--- src/rtl/imm_rot_encoder.sv ---
// imm_rot_encoder
//
// Iteratively encodes a 32-bit constant as a data-processing immediate
// {rot[3:0], imm8[7:0]}, where the value equals imm8 rotated right by 2*rot.
// One rotation is tried per clock, smallest rotation first. With TRY_INVERT=1
// a failed direct search is followed by a search on ~value (MVN/BIC form).
// The block also reports the shifter carry-out the decoder will produce.
//
// Ports:
//   clk        rising-edge clock
//   reset      synchronous active-high reset
//   start      request, sampled only while busy=0
//   value      constant to encode, captured on the accepting edge
//   cIn        current C flag, captured with value
//   busy       high from the accepting edge until the return to IDLE
//   done       one-cycle result pulse; results hold afterwards
//   found      1 = encodable
//   imm8       encoded immediate
//   rot        rotate field (rotation = 2*rot, right)
//   operand12  {rot, imm8}
//   inverted   1 = encoding represents ~value
//   shiftCout  decoder carry-out for this encoding
module imm_rot_encoder #(
  parameter bit TRY_INVERT = 1'b0
) (
  input  logic        clk,
  input  logic        reset,
  input  logic        start,
  input  logic [31:0] value,
  input  logic        cIn,
  output logic        busy,
  output logic        done,
  output logic        found,
  output logic [7:0]  imm8,
  output logic [3:0]  rot,
  output logic [11:0] operand12,
  output logic        inverted,
  output logic        shiftCout
);

  typedef enum logic [1:0] {
    IDLE,
    SEARCH,
    DONE
  } state_t;

  state_t      state;
  logic [31:0] v;
  logic        c;
  logic [3:0]  k;
  logic        pass;

  logic [31:0] cand;
  logic [5:0]  shAmt;
  logic [31:0] rotated;
  logic        hit;

  // Rotating the candidate left by 2*k brings the would-be imm8 into the low
  // byte; the trial hits when every other bit is zero. A shift by 32 (k=0)
  // yields zero, so the OR still gives the unrotated candidate.
  always_comb begin
    cand    = pass ? ~v : v;
    shAmt   = {1'b0, k, 1'b0};
    rotated = (cand << shAmt) | (cand >> (6'd32 - shAmt));
    hit     = (rotated[31:8] == 24'd0);
  end

  assign operand12 = {rot, imm8};

  // Single control/datapath register block. Results are only written on the
  // cycle that raises done, so they hold until the next completion or reset.
  // The decoded operand of a hit is exactly the candidate, so its bit 31 is
  // the carry-out whenever the rotation is nonzero.
  always_ff @(posedge clk) begin
    if (reset) begin
      state     <= IDLE;
      busy      <= 1'b0;
      done      <= 1'b0;
      found     <= 1'b0;
      imm8      <= 8'd0;
      rot       <= 4'd0;
      inverted  <= 1'b0;
      shiftCout <= 1'b0;
      v         <= 32'd0;
      c         <= 1'b0;
      k         <= 4'd0;
      pass      <= 1'b0;
    end else begin
      case (state)
        IDLE: begin
          done <= 1'b0;
          if (start) begin
            v     <= value;
            c     <= cIn;
            k     <= 4'd0;
            pass  <= 1'b0;
            busy  <= 1'b1;
            state <= SEARCH;
          end
        end
        SEARCH: begin
          if (hit) begin
            imm8      <= rotated[7:0];
            rot       <= k;
            found     <= 1'b1;
            inverted  <= pass;
            shiftCout <= (k == 4'd0) ? c : cand[31];
            done      <= 1'b1;
            state     <= DONE;
          end else if (k != 4'd15) begin
            k <= k + 4'd1;
          end else if (TRY_INVERT && !pass) begin
            pass <= 1'b1;
            k    <= 4'd0;
          end else begin
            imm8      <= 8'd0;
            rot       <= 4'd0;
            found     <= 1'b0;
            inverted  <= 1'b0;
            shiftCout <= c;
            done      <= 1'b1;
            state     <= DONE;
          end
        end
        DONE: begin
          done  <= 1'b0;
          busy  <= 1'b0;
          state <= IDLE;
        end
        default: begin
          done  <= 1'b0;
          busy  <= 1'b0;
          state <= IDLE;
        end
      endcase
    end
  end

endmodule

--- config.mk ---
export PLATFORM = sky130hd
export DESIGN_NAME = imm_rot_encoder
export DESIGN_NICKNAME = d
export VERILOG_FILES = /design/src/rtl/imm_rot_encoder.sv
export SDC_FILE = /design/constraint.sdc
export NUM_CORES = 1
export LEC_CHECK = 0
export ABC_AREA = 1
export CAP_MARGIN = 0
export CORE_MARGIN = 2
export CORE_UTILIZATION = 55
export DETAILED_ROUTE_END_ITERATION = 10
export PLACE_DENSITY = 0.81
export REMOVE_ABC_BUFFERS = 1
export SETUP_SLACK_MARGIN = 0.15
export SYNTH_ARGS = -nofsm -noshare
export SYNTH_HDL_FRONTEND = slang
export SYNTH_SLANG_ARGS = --single-unit
--- constraint.sdc ---
create_clock -name clk -period 4.1 [get_ports clk]
set_input_delay 0.82 -clock clk [delete_from_list [all_inputs] [get_ports clk]]
set_output_delay 0.82 -clock clk [all_outputs]
set_load 0.05 [all_outputs]
==> impl_metrics.env, run 1 <==
export IMPL_htreeDepth=2
export IMPL_diode_count=0
export IMPL_clk_insertion_delay_late_ns=0.32
export IMPL_reported_leakage_power_nw=2.162
export IMPL_post_route_fraction_of_the_period_consumed_by_the_critical_path_pct=80.08
export IMPL_die_area_um2=8293
export IMPL_critical_path_reg2reg_startpoint="k[1]"
export IMPL_globalplace_congestion=0.9393
export IMPL_clock_sink_count=55
export IMPL_finalSetupViolCount=0
export IMPL_totalNegativeSetupSlack_ns=0
export IMPL_number_of_violations_reported_at_the_end_of_detailed_routing_iteration_0=331
export IMPL_final_setup_worst_slack_ns=0.8167
export IMPL_crit_top_cell="sky130_fd_sc_hd__nand2_1"
export IMPL_hold_ws_ns=0.4836
export IMPL_hold_start="found"
export IMPL_critical_path_endpoint_type="flop"
export IMPL_path_cells="inv_2 -> ha_1 -> inv_1 -> nand3_1 -> nand2_1 -> nand2_1 -> nand2_1 -> nand2_1 -> nor2_1 -> nand3_1 -> nand2_1 -> nand2_1 -> inv_2 -> nand2_2 -> nand2_1 -> nand2_2 -> nand2_1 -> a21oi_1"
export IMPL_floorplan_io_pins=65
export IMPL_cts_tree="done"
export IMPL_worstSetupPathDepth=18
export IMPL_ys_types=31
export IMPL_reg2reg_path_depth=18
export IMPL_syn_area_um2=4169
export IMPL_placed_cells_incl_taps=837
export IMPL_cts_max_path_buffers=2
export IMPL_worst_hold_path_type="flop to flop"
export IMPL_crit_type="flop to flop"
export IMPL_global_route_overflow_total=0
export IMPL_grt_first_pass_wirelength_mm=21.21
export IMPL_synth_seq_cells=55
export IMPL_timing_critical_path_slowest_stage_cell="sky130_fd_sc_hd__inv_1"
export IMPL_ant_nets=0
export IMPL_final_max_slew_viol_count=0
export IMPL_cts_buffers_inserted=5
export IMPL_gr_usage_all_layers_pct=30.76
export IMPL_synth_area_top_cells="sky130_fd_sc_hd__dfxtp_1, sky130_fd_sc_hd__nand2_1, sky130_fd_sc_hd__nand3_1"
export IMPL_number_of_vias_per_cell=5.656
export IMPL_clkSlewWorstSetupHoldPaths_ns=0.11
export IMPL_fin_skew_ns=0.008160
export IMPL_clock_root_buffer="sky130_fd_sc_hd__clkbuf_8"
export IMPL_min_path_cells=2
export IMPL_core_region_area_um2=7292
export IMPL_routed_length_per_instance_um=14.87
export IMPL_slew_limit_headroom_pct=32.98
export IMPL_reg2reg_slack_ns=0.82
export IMPL_fp_dieW_um=91.07
export IMPL_place_port_buffers=63
export IMPL_max_cap_viol_count=0
export IMPL_post_cts_hold_buffer_count=0
export IMPL_max_freq_mhz=304.6
export IMPL_final_net_count=783
export IMPL_rsz0062_at_grt="false"
export IMPL_antenna_found_initial=0
export IMPL_netlist_top_cell_by_area="sky130_fd_sc_hd__dfxtp_1"
export IMPL_vdd_ir_drop_worst_mv=0.1599
export IMPL_layoutNonFillerInstCount=845
export IMPL_final_hold_violation_count=0
export IMPL_timing_critical_path_buf_inv=3
export IMPL_syn_mean_instance_area_um2=5.766
export IMPL_totalWireLength_mm=12.56
export IMPL_synth_largest_type_area_fraction_pct=26.41
export IMPL_grt_max_degree=42
export IMPL_worst_path_largest_cell_delay_ns=0.65
export IMPL_drive_gt1_share_pct=5.362
export IMPL_number_of_global_route_vias_before_repair=4481
export IMPL_layout_area_overhead_vs_synth_pct=13.39
export IMPL_fin_crit_ns=3.283
export IMPL_endpoint_of_the_most_critical_register_to_register_path="imm8[1]"
export IMPL_drtPass1Iterations=5
export IMPL_outcome="completed"
export IMPL_drt_drc_violations_left=0
export IMPL_ys_warnings_count=0
export IMPL_critPathArrivalTime_ns=3.47
export IMPL_synth_seq_area_share_pct=26.41
export IMPL_critical_path_required_ns=4.29
export IMPL_cts_resized_gates=0
export IMPL_largest_fanout_on_the_critical_path=33
export IMPL_num_rows=31
export IMPL_via_count=4779
export IMPL_cpLargestDelayFamily="simple AND/OR/NAND/NOR gates"
export IMPL_starting_density_pct=57.17
export IMPL_cts_setup_buffers=0
export IMPL_hpwl_mm=9.076
export IMPL_timing_hold_worst_endpoint="found"
export IMPL_tightest_slew_ns=1.004
export IMPL_synth_cells=723
export IMPL_preCtsSetupSlack_ns=0.8342
export IMPL_power_density_cell_area_nw_per_um2=305.9
export IMPL_critPathLaunchType="flop"
export IMPL_die_y_um=91.07
-- layer usage --
layer	track usage, %	routed length, µm
met1	38.77	5476
met2	52.84	6034
met3	6.805	816
met4	8.333	236
met5	0	0
-- flip-flops by register name (all words and copies together), names as in the netlist --
name,count
found,1
rot,4
k,4
imm8,8
shiftCout,1
v,32
state,2
c,1
busy,1
done,1
-- per-stage QoR --
stage               util (%)  cell area [µm²]  power [mW]
finish                 64.83             4727       1.446
global route           64.83             4727       1.549
CTS                    64.83             4727       1.449
detailed placement     63.54             4633       1.126
global placement       63.54             4633       1.125
floorplan                  -             3841      0.9689
-- synth_stat cells, drive strengths merged --
master	n
o211ai	2
nor3	3
nand2	249
xnor2	1
o221ai	6
inv	30
conb	1
clkinv	1
o21ai	55
nand4	4
or3	1
nand3	105
and2	4
o311ai	5
nor2	103
buf	39
ha	2
clkbuf	14
a21oi	43
dfxtp	55
-- final cells by class --
cell class	count	area [µm²]
well taps	99	123.9
clock inverters	3	25.02
repair buffers	68	668.1
fillers	734	2565
multi-input cells	584	2621
inverters	31	118.9
flip-flops and latches	55	1101
clock buffers	5	68.82
-- worst register-to-register path: stages (launching register included) --
cell                      delay (ns)
sky130_fd_sc_hd__dfxtp_1        0.34
sky130_fd_sc_hd__inv_2          0.37
sky130_fd_sc_hd__ha_1           0.34
sky130_fd_sc_hd__inv_1          0.65
sky130_fd_sc_hd__nand3_1        0.22
sky130_fd_sc_hd__nand2_1        0.11
sky130_fd_sc_hd__nand2_1        0.05
sky130_fd_sc_hd__nand2_1        0.11
sky130_fd_sc_hd__nand2_1        0.06
sky130_fd_sc_hd__nor2_1         0.09
sky130_fd_sc_hd__nand3_1        0.08
sky130_fd_sc_hd__nand2_1        0.06
sky130_fd_sc_hd__nand2_1        0.06
sky130_fd_sc_hd__inv_2          0.08
sky130_fd_sc_hd__nand2_2        0.06
sky130_fd_sc_hd__nand2_1        0.09
sky130_fd_sc_hd__nand2_2        0.18
sky130_fd_sc_hd__nand2_1        0.14
sky130_fd_sc_hd__a21oi_1        0.07
-- report_power, final --
group / leakage [nW] / internal [mW] / total (mW) / switching (mW)
clock: 0.0443 / 0.123 / 0.319 / 0.197
sequential: 0.452 / 0.563 / 0.587 / 0.0239
combinational: 1.67 / 0.185 / 0.540 / 0.355
-- cells by family after synthesis --
logic type               Yosys count  share of synthesized area [%]
AO/OA/AOI/OAI                    111                          14.53
other                              1                        0.08995
XOR/XNOR                           1                         0.3903
buffers and inverters             84                          10.71
adder cells (fa/ha/maj)            2                         0.6001
flip-flops                        55                          26.41
AND/OR/NAND/NOR                  469                          47.27
-- how the worst max path moves through the flow --
| stage | start | endpoint |
|---|---|---|
| floorplan | k[0] | imm8[0] |
| global placement | k[1] | imm8[5] |
| detailed placement | k[1] | imm8[7] |
| CTS | k[1] | imm8[1] |
| global route | k[1] | imm8[3] |
| finish | k[1] | imm8[1] |
-- cell usage in the layout, fill, tap and decap left out, types with 4 or more instances in the layout --
cell type,n
sky130_fd_sc_hd__nand2_2,11
sky130_fd_sc_hd__clkdlybuf4s50_1,63
sky130_fd_sc_hd__a21oi_1,42
sky130_fd_sc_hd__o221ai_1,6
sky130_fd_sc_hd__inv_2,7
sky130_fd_sc_hd__nand3_1,103
sky130_fd_sc_hd__o21ai_1,7
sky130_fd_sc_hd__o21ai_0,48
sky130_fd_sc_hd__clkbuf_8,5
sky130_fd_sc_hd__dfxtp_1,55
sky130_fd_sc_hd__and2_1,4
sky130_fd_sc_hd__nor2_1,99
sky130_fd_sc_hd__o311ai_0,5
sky130_fd_sc_hd__nand2_1,238
sky130_fd_sc_hd__inv_1,22
sky130_fd_sc_hd__nand4_1,4
sky130_fd_sc_hd__buf_4,5
Note: power is estimated with default switching activity, not from simulation.
==> run 2: changes to the inputs <==
==> constraint.sdc (replaced) <==
create_clock -name clk -period 3.2 [get_ports clk]
set_input_delay 0.64 -clock clk [delete_from_list [all_inputs] [get_ports clk]]
set_output_delay 0.64 -clock clk [all_outputs]
set_load 0.05 [all_outputs]
==> run 2 against run 1 <==
Compared with the run above: total power grew 29%; non-clock buffer count up 7; routed wire length rose by 0.26%; critical path depth down 1; fmax grew 25%; register-to-register slack worse by 0.25 ns; clock power is 30% higher; critical path type unchanged.
==> impl_metrics.env, run 2 (synthesized netlist as in run 1, its figures left out) <==
export IMPL_final_setup_worst_slack_ns=0.5709
export IMPL_grt_first_pass_wirelength_mm=21.05
export IMPL_layout_area_overhead_vs_synth_pct=14.65
export IMPL_totalWireLength_mm=12.60
export IMPL_clock_sink_count=55
export IMPL_diode_count=0
export IMPL_fp_dieW_um=91.07
export IMPL_critPathArrivalTime_ns=2.85
export IMPL_cts_tree="done"
export IMPL_hpwl_mm=9.220
export IMPL_core_region_area_um2=7292
export IMPL_finalInstanceArea_um2=4780
export IMPL_utilization_pct=65.55
export IMPL_cts_setup_buffers=0
export IMPL_max_freq_mhz=380.4
export IMPL_number_of_global_route_vias_before_repair=4497
export IMPL_clock_root_buffer="sky130_fd_sc_hd__clkbuf_8"
export IMPL_cts_buffers_inserted=5
export IMPL_critical_path_required_ns=3.42
export IMPL_fin_crit_ns=2.629
export IMPL_antenna_found_initial=0
export IMPL_placed_area_um2=4686
export IMPL_crit_type="flop to flop"
export IMPL_cts_max_path_buffers=2
export IMPL_clkSlewWorstSetupHoldPaths_ns=0.11
export IMPL_critPathLaunchType="flop"
export IMPL_die_y_um=91.07
export IMPL_outcome="completed"
export IMPL_max_cap_viol_count=0
export IMPL_placed_cells_incl_taps=844
export IMPL_drtPass1Iterations=7
export IMPL_final_hold_violation_count=0
export IMPL_slew_limit_headroom_pct=64.83
export IMPL_worst_hold_path_type="flop to flop"
export IMPL_final_max_slew_viol_count=0
export IMPL_htreeDepth=2
export IMPL_regMostFlops="v"
export IMPL_hold_ws_ns=0.4816
export IMPL_critical_path_endpoint_type="flop"
export IMPL_vdd_ir_drop_worst_mv=0.2171
export IMPL_reported_leakage_power_nw=2.195
export IMPL_drive_gt1_share_pct=6.242
export IMPL_tightest_slew_ns=0.5260
export IMPL_mostFrequentLayoutCell="sky130_fd_sc_hd__nand2_1"
export IMPL_number_of_violations_reported_at_the_end_of_detailed_routing_iteration_0=568
export IMPL_global_route_overflow_total=0
export IMPL_final_cell_mix="sky130_fd_sc_hd__nand2_1, sky130_fd_sc_hd__nand3_1, sky130_fd_sc_hd__nor2_1"
export IMPL_layoutNonFillerInstCount=852
export IMPL_preCtsSetupSlack_ns=0.6085
export IMPL_reg2reg_slack_ns=0.57
export IMPL_floorplan_io_pins=65
export IMPL_number_of_vias_per_cell=5.710
export IMPL_final_net_count=790
export IMPL_ant_nets=0
export IMPL_top_regs="v: 32 flops, imm8: 8 flops"
export IMPL_die_area_um2=8293
export IMPL_routed_length_per_instance_um=14.78
export IMPL_globalplace_congestion=0.9503
export IMPL_starting_density_pct=57.17
export IMPL_power_density_cell_area_nw_per_um2=391.3
export IMPL_gr_usage_all_layers_pct=30.48
export IMPL_largest_register_ff_count=32
export IMPL_via_count=4865
export IMPL_grt_max_degree=42
export IMPL_post_route_fraction_of_the_period_consumed_by_the_critical_path_pct=82.16
export IMPL_fillers=737
export IMPL_largest_fanout_on_the_critical_path=31
export IMPL_drt_drc_violations_left=0
export IMPL_num_rows=31
export IMPL_place_port_buffers=63
export IMPL_fin_skew_ns=0.005084
export IMPL_cts_resized_gates=0
export IMPL_clk_insertion_delay_late_ns=0.32
export IMPL_finalSetupViolCount=0
export IMPL_rsz0062_at_grt="false"
export IMPL_post_cts_hold_buffer_count=0
==> run 2: cell types whose count changed in the layout (fill, tap and decap cells not counted) <==
cell / change
sky130_fd_sc_hd__buf_4: +7
==> run 2: critical path: stages (launching register included) <==
cell	delay (ns)
sky130_fd_sc_hd__dfxtp_1	0.39
sky130_fd_sc_hd__inv_4	0.04
sky130_fd_sc_hd__ha_1	0.29
sky130_fd_sc_hd__inv_1	0.10
sky130_fd_sc_hd__buf_4	0.30
sky130_fd_sc_hd__nand3_1	0.13
sky130_fd_sc_hd__nand2_1	0.10
sky130_fd_sc_hd__nand2_1	0.06
sky130_fd_sc_hd__nor2_1	0.08
sky130_fd_sc_hd__nand2_1	0.10
sky130_fd_sc_hd__a21oi_2	0.16
sky130_fd_sc_hd__nor2_2	0.07
sky130_fd_sc_hd__nor2_4	0.14
sky130_fd_sc_hd__nand2_2	0.08
sky130_fd_sc_hd__nand2_1	0.09
sky130_fd_sc_hd__nand2_2	0.18
sky130_fd_sc_hd__nand2_1	0.13
sky130_fd_sc_hd__a21oi_1	0.07
==> run 2: per-stage QoR <==
stage / total power, mW / setup TNS (ns)
CTS: 1.872 / 0
floorplan: 1.241 / -13.97
finish: 1.870 / 0
global route: 1.991 / 0
global placement: 1.449 / 0
detailed placement: 1.457 / 0
==> run 2: report_power, final <==
| group | internal (mW) | switching (mW) |
|---|---|---|
| Combinational | 0.245 | 0.460 |
| Clock | 0.157 | 0.256 |
| Sequential | 0.721 | 0.0304 |
==> run 2: layout make-up <==
cell class / instances / area, µm² / share of cell area [%]
multi-input cells: 584 / 2621 / 54.84
flip-flops and latches: 55 / 1101 / 23.04
repair buffers: 75 / 720.7 / 15.08
well taps: 99 / 123.9 / 2.592
inverters: 31 / 118.9 / 2.487
clock buffers: 5 / 68.82 / 1.440
clock inverters: 3 / 25.02 / 0.5236
==> run 2: path summary, 6_finish.rpt <==
kind	cells past startpoint	end	from
worst max register to register	17	imm8[3]	k[0]
worst max-delay path	17	imm8[3]	k[0]
worst min-delay path	2	found	found
worst min register to register	2	found	found
==> run 2: metal layers <==
layer,wire length [µm],up-vias,GRT usage (%)
li1,-,2408,-
met1,5369,2220,39.64
met2,6111,218,53.64
met3,932,19,3.900
met4,182,0,6.944
met5,0,-,0
